### src/rtl/tone_monitor.sv
// Speaker tone monitor: measures the period of the speaker square wave in clk
// cycles, derives its frequency with a restoring divider, and counts distinct notes.
module tone_monitor #(
    parameter int unsigned FCLK        = 50_000_000,
    parameter int unsigned TIMEOUT_CYC = FCLK / 50
) (
    input  logic        clk,
    input  logic        reset_n,
    input  logic        spkr_in,
    output logic [31:0] freq,
    output logic [31:0] period,
    output logic        freq_valid,
    output logic        tone_on,
    output logic [7:0]  note_count
);

    localparam int unsigned CW  = 32;
    localparam int unsigned BW  = 5;
    localparam logic [CW-1:0] TIMEOUT  = CW'(TIMEOUT_CYC);
    localparam logic [CW-1:0] DIVIDEND = CW'(FCLK);

    localparam logic [1:0] S_IDLE   = 2'd0;
    localparam logic [1:0] S_ARMED  = 2'd1;
    localparam logic [1:0] S_DIVIDE = 2'd2;
    localparam logic [1:0] S_REPORT = 2'd3;

    logic          sync1_q, sync1_d, sync2_q, sync2_d, prev_q, prev_d;
    logic [1:0]    state_q, state_d;
    logic [CW-1:0] cnt_q, cnt_d, cnt_meas_q, cnt_meas_d;
    logic [CW-1:0] rem_q, rem_d, quo_q, quo_d;
    logic [BW-1:0] bit_q, bit_d;
    logic [CW-1:0] freq_q, freq_d, period_q, period_d;
    logic          freq_valid_q, freq_valid_d, tone_on_q, tone_on_d;
    logic [7:0]    note_q, note_d;

    logic          rise;
    logic [CW:0]   rem_sh;
    logic          q_bit;
    logic [CW-1:0] rem_sub;
    logic [CW-1:0] abs_diff;

    // Next-state, datapath and output computation
    always_comb begin
        sync1_d      = spkr_in;
        sync2_d      = sync1_q;
        prev_d       = sync2_q;
        state_d      = state_q;
        cnt_meas_d   = cnt_meas_q;
        rem_d        = rem_q;
        quo_d        = quo_q;
        bit_d        = bit_q;
        freq_d       = freq_q;
        period_d     = period_q;
        freq_valid_d = 1'b0;
        tone_on_d    = tone_on_q;
        note_d       = note_q;

        rise     = sync2_q & ~prev_q;
        rem_sh   = {rem_q, quo_q[CW-1]};
        q_bit    = (rem_sh >= {1'b0, cnt_meas_q});
        rem_sub  = rem_sh[CW-1:0] - cnt_meas_q;
        abs_diff = (quo_q >= freq_q) ? (quo_q - freq_q) : (freq_q - quo_q);

        // Period counter runs in every state and saturates at the timeout
        if (rise) begin
            cnt_d = CW'(1);
        end else if (cnt_q < TIMEOUT) begin
            cnt_d = cnt_q + CW'(1);
        end else begin
            cnt_d = cnt_q;
        end

        case (state_q)
            S_IDLE: begin
                if (rise) begin
                    state_d = S_ARMED;
                end
            end
            S_ARMED: begin
                if (rise) begin
                    cnt_meas_d = cnt_q;
                    quo_d      = DIVIDEND;
                    rem_d      = '0;
                    bit_d      = '0;
                    state_d    = S_DIVIDE;
                end else if (cnt_q == TIMEOUT) begin
                    tone_on_d = 1'b0;
                    state_d   = S_IDLE;
                end
            end
            S_DIVIDE: begin
                rem_d = q_bit ? rem_sub : rem_sh[CW-1:0];
                quo_d = {quo_q[CW-2:0], q_bit};
                bit_d = bit_q + BW'(1);
                if (bit_q == BW'(CW - 1)) begin
                    state_d = S_REPORT;
                end
            end
            S_REPORT: begin
                period_d     = cnt_meas_q;
                freq_d       = quo_q;
                freq_valid_d = 1'b1;
                // A jump of more than 1/16 of the old frequency counts as a new note
                if (!tone_on_q) begin
                    tone_on_d = 1'b1;
                    note_d    = note_q + 8'd1;
                end else if (abs_diff > (freq_q >> 4)) begin
                    note_d = note_q + 8'd1;
                end
                state_d = S_ARMED;
            end
            default: state_d = S_IDLE;
        endcase
    end

    always_ff @(posedge clk) begin
        if (!reset_n) begin
            sync1_q      <= 1'b0;
            sync2_q      <= 1'b0;
            prev_q       <= 1'b0;
            state_q      <= S_IDLE;
            cnt_q        <= '0;
            cnt_meas_q   <= '0;
            rem_q        <= '0;
            quo_q        <= '0;
            bit_q        <= '0;
            freq_q       <= '0;
            period_q     <= '0;
            freq_valid_q <= 1'b0;
            tone_on_q    <= 1'b0;
            note_q       <= '0;
        end else begin
            sync1_q      <= sync1_d;
            sync2_q      <= sync2_d;
            prev_q       <= prev_d;
            state_q      <= state_d;
            cnt_q        <= cnt_d;
            cnt_meas_q   <= cnt_meas_d;
            rem_q        <= rem_d;
            quo_q        <= quo_d;
            bit_q        <= bit_d;
            freq_q       <= freq_d;
            period_q     <= period_d;
            freq_valid_q <= freq_valid_d;
            tone_on_q    <= tone_on_d;
            note_q       <= note_d;
        end
    end

    assign freq       = freq_q;
    assign period     = period_q;
    assign freq_valid = freq_valid_q;
    assign tone_on    = tone_on_q;
    assign note_count = note_q;

endmodule

### config.mk
export PLATFORM = sky130hd
export DESIGN_NAME = tone_monitor
export DESIGN_NICKNAME = d
export VERILOG_FILES = /design/src/rtl/tone_monitor.sv
export SDC_FILE = /design/constraint.sdc
export NUM_CORES = 1
export LEC_CHECK = 0
export BUFFER_PORTS_ARGS = -buffer_cell sky130_fd_sc_hd__buf_4
export CAP_MARGIN = 20
export CORE_ASPECT_RATIO = 0.6
export CORE_UTILIZATION = 55
export CTS_CLUSTER_DIAMETER = 100
export DETAILED_ROUTE_END_ITERATION = 8
export PLACE_DENSITY = 0.82
export SLEW_MARGIN = 20
export SYNTH_ARGS = -nofsm -noshare
export SYNTH_HDL_FRONTEND = slang
export SYNTH_SLANG_ARGS = --single-unit
### constraint.sdc
create_clock -name clk -period 8.5 [get_ports clk]
set_clock_uncertainty 0.15 [all_clocks]
set_input_delay 1.275 -clock clk [delete_from_list [all_inputs] [get_ports clk]]
set_output_delay 1.275 -clock clk [all_outputs]
set_load 0.02 [all_outputs]
==> flow_summary.toml <==
[timing]
slew_violations = 0
finalSetupViolations = 0
worst_slew_pin_slew_ns = 1.12
finalCritPeriodShare = 0.855
rsz0062_at_grt = "false"
post-route-min-period_ns = 7.27
finalSetupTns_ns = 0
slew_headroom = 0.252
fmax_mhz = 138
hold_viol = 0
fin_hold_ws_ns = 0.298

[clock_tree]
cts_resized = 0
post_cts_buffers = 0
clock-sinks = 212
clk_path_buf_depth = 3
htree_levels = 1
clk_latency_ns = 0.53
cts_inserted_buffers = 21
clk_pin_slew_ns = 0.06
ctsHoldBuffers = 0
cts_root_buffer = "clkbuf_16"
cts_tree = "done"

[synthesis]
yosysTopAreaCell = "dfxtp_1"
synth-seq-cells = 212
ys_warn_count = 0
netlist_area_mm2 = 0.0141
yosys.area.top_type_share = 0.302
synthSimpleGateAreaFrac = 0.193
yosys.cell_types.count = 78
syn_avg_cell_area_um2 = 8.07
synthAdderAreaFrac = 0.123
synth_edf_count = 0
synthArstFlopShare = 0
synth_area_leaders = "dfxtp_1, ha_1, mux2i_1, a21oi_1, nand2_1"
synth-compound-area-share = 0.224
syn_nets = 1883
synthXorXnorAreaFrac = 0.0417
synthCells = 1744
synth_top_family_by_area = "compound AO/OA/AOI/OAI gates"
synth_mux_area_frac = 0.0571
synth_top_flop_cell = "dfxtp_1"
ys_seq_area_frac = 0.302

[setup_path]
start_kind = "register"
path_depth = 24
cp.required_ns = 8.80
cp_num_buf_inv = 1
reg2reg_slack_ns = 1.24
critical-path-top-delay-family = "compound AO/OA/AOI/OAI gates"
worstPathCellList = "inv_1 > ha_1 > nand4_1 > nor3_1 > nand2_1 > o211ai_1 > a21o_1 > o211ai_1 > o21ai_0 > o221ai_1 > a221oi_1 > xnor2_1 > ha_1 > nand4_1 > or4_1 > a211oi_1 > nor4b_1 > a31o_2 > o2111a_1 > nand4_1 > o311a_4 > nand2_2 > or3_1 > a21boi_1"
worstPathArrival_ns = 7.57
critPathCaptureType = "register"
cp_common_cell = "nand4_1"
startpoint = "freq[23]$_SDFFE_PN0P_"
timing.rr.start = "freq[23]$_SDFFE_PN0P_"
reg2regPathDepth = 24
cp_max_fo = 17
crit_path_top_delay_cell = "a21o_1"
r2r-end = "note_count[4]$_SDFFE_PN0P_"
crit_type = "reg2reg"
cp-endpoint = "note_count[4]$_SDFFE_PN0P_"
slowest_delay_ns = 0.58

[placement]
portBuffers = 76
dp_hpwl_mm = 31.1
placedCellCount = 2064
post_dp_cell_area_mm2 = 0.0148
place_congestion = 1.03

[power]
ir_worst_vdd_mv = 0.127
p_leak_uw = 0.00626
power.density_mw_per_mm2 = 182

[die]
core_mm2 = 0.0247
fp.dieH_um = 126
num_io_pins = 77
die_w_um = 208
start_util = 0.571
die_area_mm2 = 0.0262
rows = 44

[flow_run]
maxCapViolCount = 0

[layout]
area_delta_synth_final_pct = 9.61
nNetsFinal = 1904
utilization = 0.625
diodes = 0
final_cell_mix = "dfxtp_1, nand2_1, a21oi_1, ha_1, inv_1"
design_area_mm2 = 0.0154
layout_commonest_cell = "dfxtp_1"
drive_gt1_frac = 0.0781
finalNonFillerCells = 2102

[grt]
antenna_found_initial = 0
grt_max_degree = 119
grt_pass1_wl_mm = 65.0
grt_pass1_vias = 11500
gr-total-overflow = 0
grt_usage = 0.311

[route]
drtIter0Drc = 1661
wl_mm = 41.4
routed_via_density = 6.11
antenna_left = 0
drc = 0
num_vias = 12800
wl_per_cell_um = 19.7
firstDrtPassIters = 6

[worst_hold_path]
hp-class = "reg2reg"
hp-start = "sync1_q$_SDFF_PN0_"

[run_status]
status = "finished clean"
==> Yosys cell counts, types with 4 or more instances <==
cell	instances
nor4_1	12
nand2b_1	12
and2_1	36
o21bai_1	10
nand4_1	29
buf_2	22
a21boi_0	38
a211o_1	7
xnor2_1	34
inv_1	124
o31ai_1	9
clkbuf_1	57
nor3_1	12
nand3_1	26
o21a_1	16
and3_1	27
and4_1	5
o21ai_0	114
or3_1	8
o22ai_1	22
o21ai_1	5
mux2i_1	78
nor2b_1	84
a211oi_1	16
nor2_1	85
a31oi_1	20
o211ai_1	12
a22oi_1	4
dfxtp_1	212
xor2_1	33
a21o_1	37
o221ai_1	4
a21oi_1	138
a32oi_1	7
and2_0	4
buf_1	7
nand2_1	178
ha_1	133
==> stage by stage <==
| step | total power, uW | setup slack [ns] |
|---|---|---|
| after floorplan | 1620 | 3.14 |
| after global placement | 1850 | 1.70 |
| after detailed placement | 1850 | 1.65 |
| after CTS | 2770 | 1.60 |
| after global routing | 2920 | 0.954 |
| final | 2810 | 1.24 |
==> routing by layer <==
metal	track usage	vias up	share of wire	wire length (um)
met2	0.388	593	0.36	14800
met5	0	-	0	0
met1	0.515	6040	0.52	21500
met3	0.0855	34	0.11	4730
li1	-	6177	-	-
met4	0.0370	0	0.0098	408
==> worst register-to-register path: stages, from the launching register on <==
cell      delay, ns
dfxtp_1        0.37
inv_1          0.10
ha_1           0.53
nand4_1        0.34
nor3_1         0.39
nand2_1        0.15
o211ai_1       0.29
a21o_1         0.58
o211ai_1       0.19
o21ai_0        0.21
o221ai_1       0.27
a221oi_1       0.53
xnor2_1        0.16
ha_1           0.33
nand4_1        0.14
or4_1          0.53
a211oi_1       0.50
nor4b_1        0.13
a31o_2         0.28
o2111a_1       0.11
nand4_1        0.10
o311a_4        0.26
nand2_2        0.10
or3_1          0.32
a21boi_1       0.14
==> report_power, final <==
group          internal [uW]  switching (uW)  leakage (uW)
clock network            511             422      0.000316
logic                    304             561       0.00424
registers               1000            11.9       0.00171
total                   1820             995       0.00626
==> kinds of logic after synthesis <==
kind of cell / count (synthesis)
fa+ha+maj: 136
xor+xnor: 67
buf+inv: 213
flops: 212
simple gates: 538
mux: 80
compound gates: 498
==> area by class of cell <==
type,instances,area [um^2]
Clock buffer,29,576
Clock inverter,9,88.8
Fill cell,2185,9240
Inverter,124,465
Multi-Input combinational cell,1319,8990
Sequential cell,212,4240
Tap cell,322,403
Timing Repair Buffer,87,653
==> how the worst min path moves through the flow <==
stage	endpoint	slack, ns	cells after the start
after floorplan	prev_d$_SDFF_PN0_	0.26	1
after global placement	prev_d$_SDFF_PN0_	0.27	1
after detailed placement	prev_d$_SDFF_PN0_	0.28	1
after CTS	prev_d$_SDFF_PN0_	0.29	1
after global routing	prev_d$_SDFF_PN0_	0.32	1
final	prev_d$_SDFF_PN0_	0.30	1
==> sequential cells by signal (all words and copies together), names as in the netlist <==
signal	cells
bit_q	5
cnt_meas_q	32
cnt_q	32
freq	32
freq_valid	1
note_count	8
period	32
prev_d	1
prev_q	1
quo_q	32
rem_q	32
state_q	2
sync1_q	1
tone_on	1
Power figures use the tool's default switching activity.
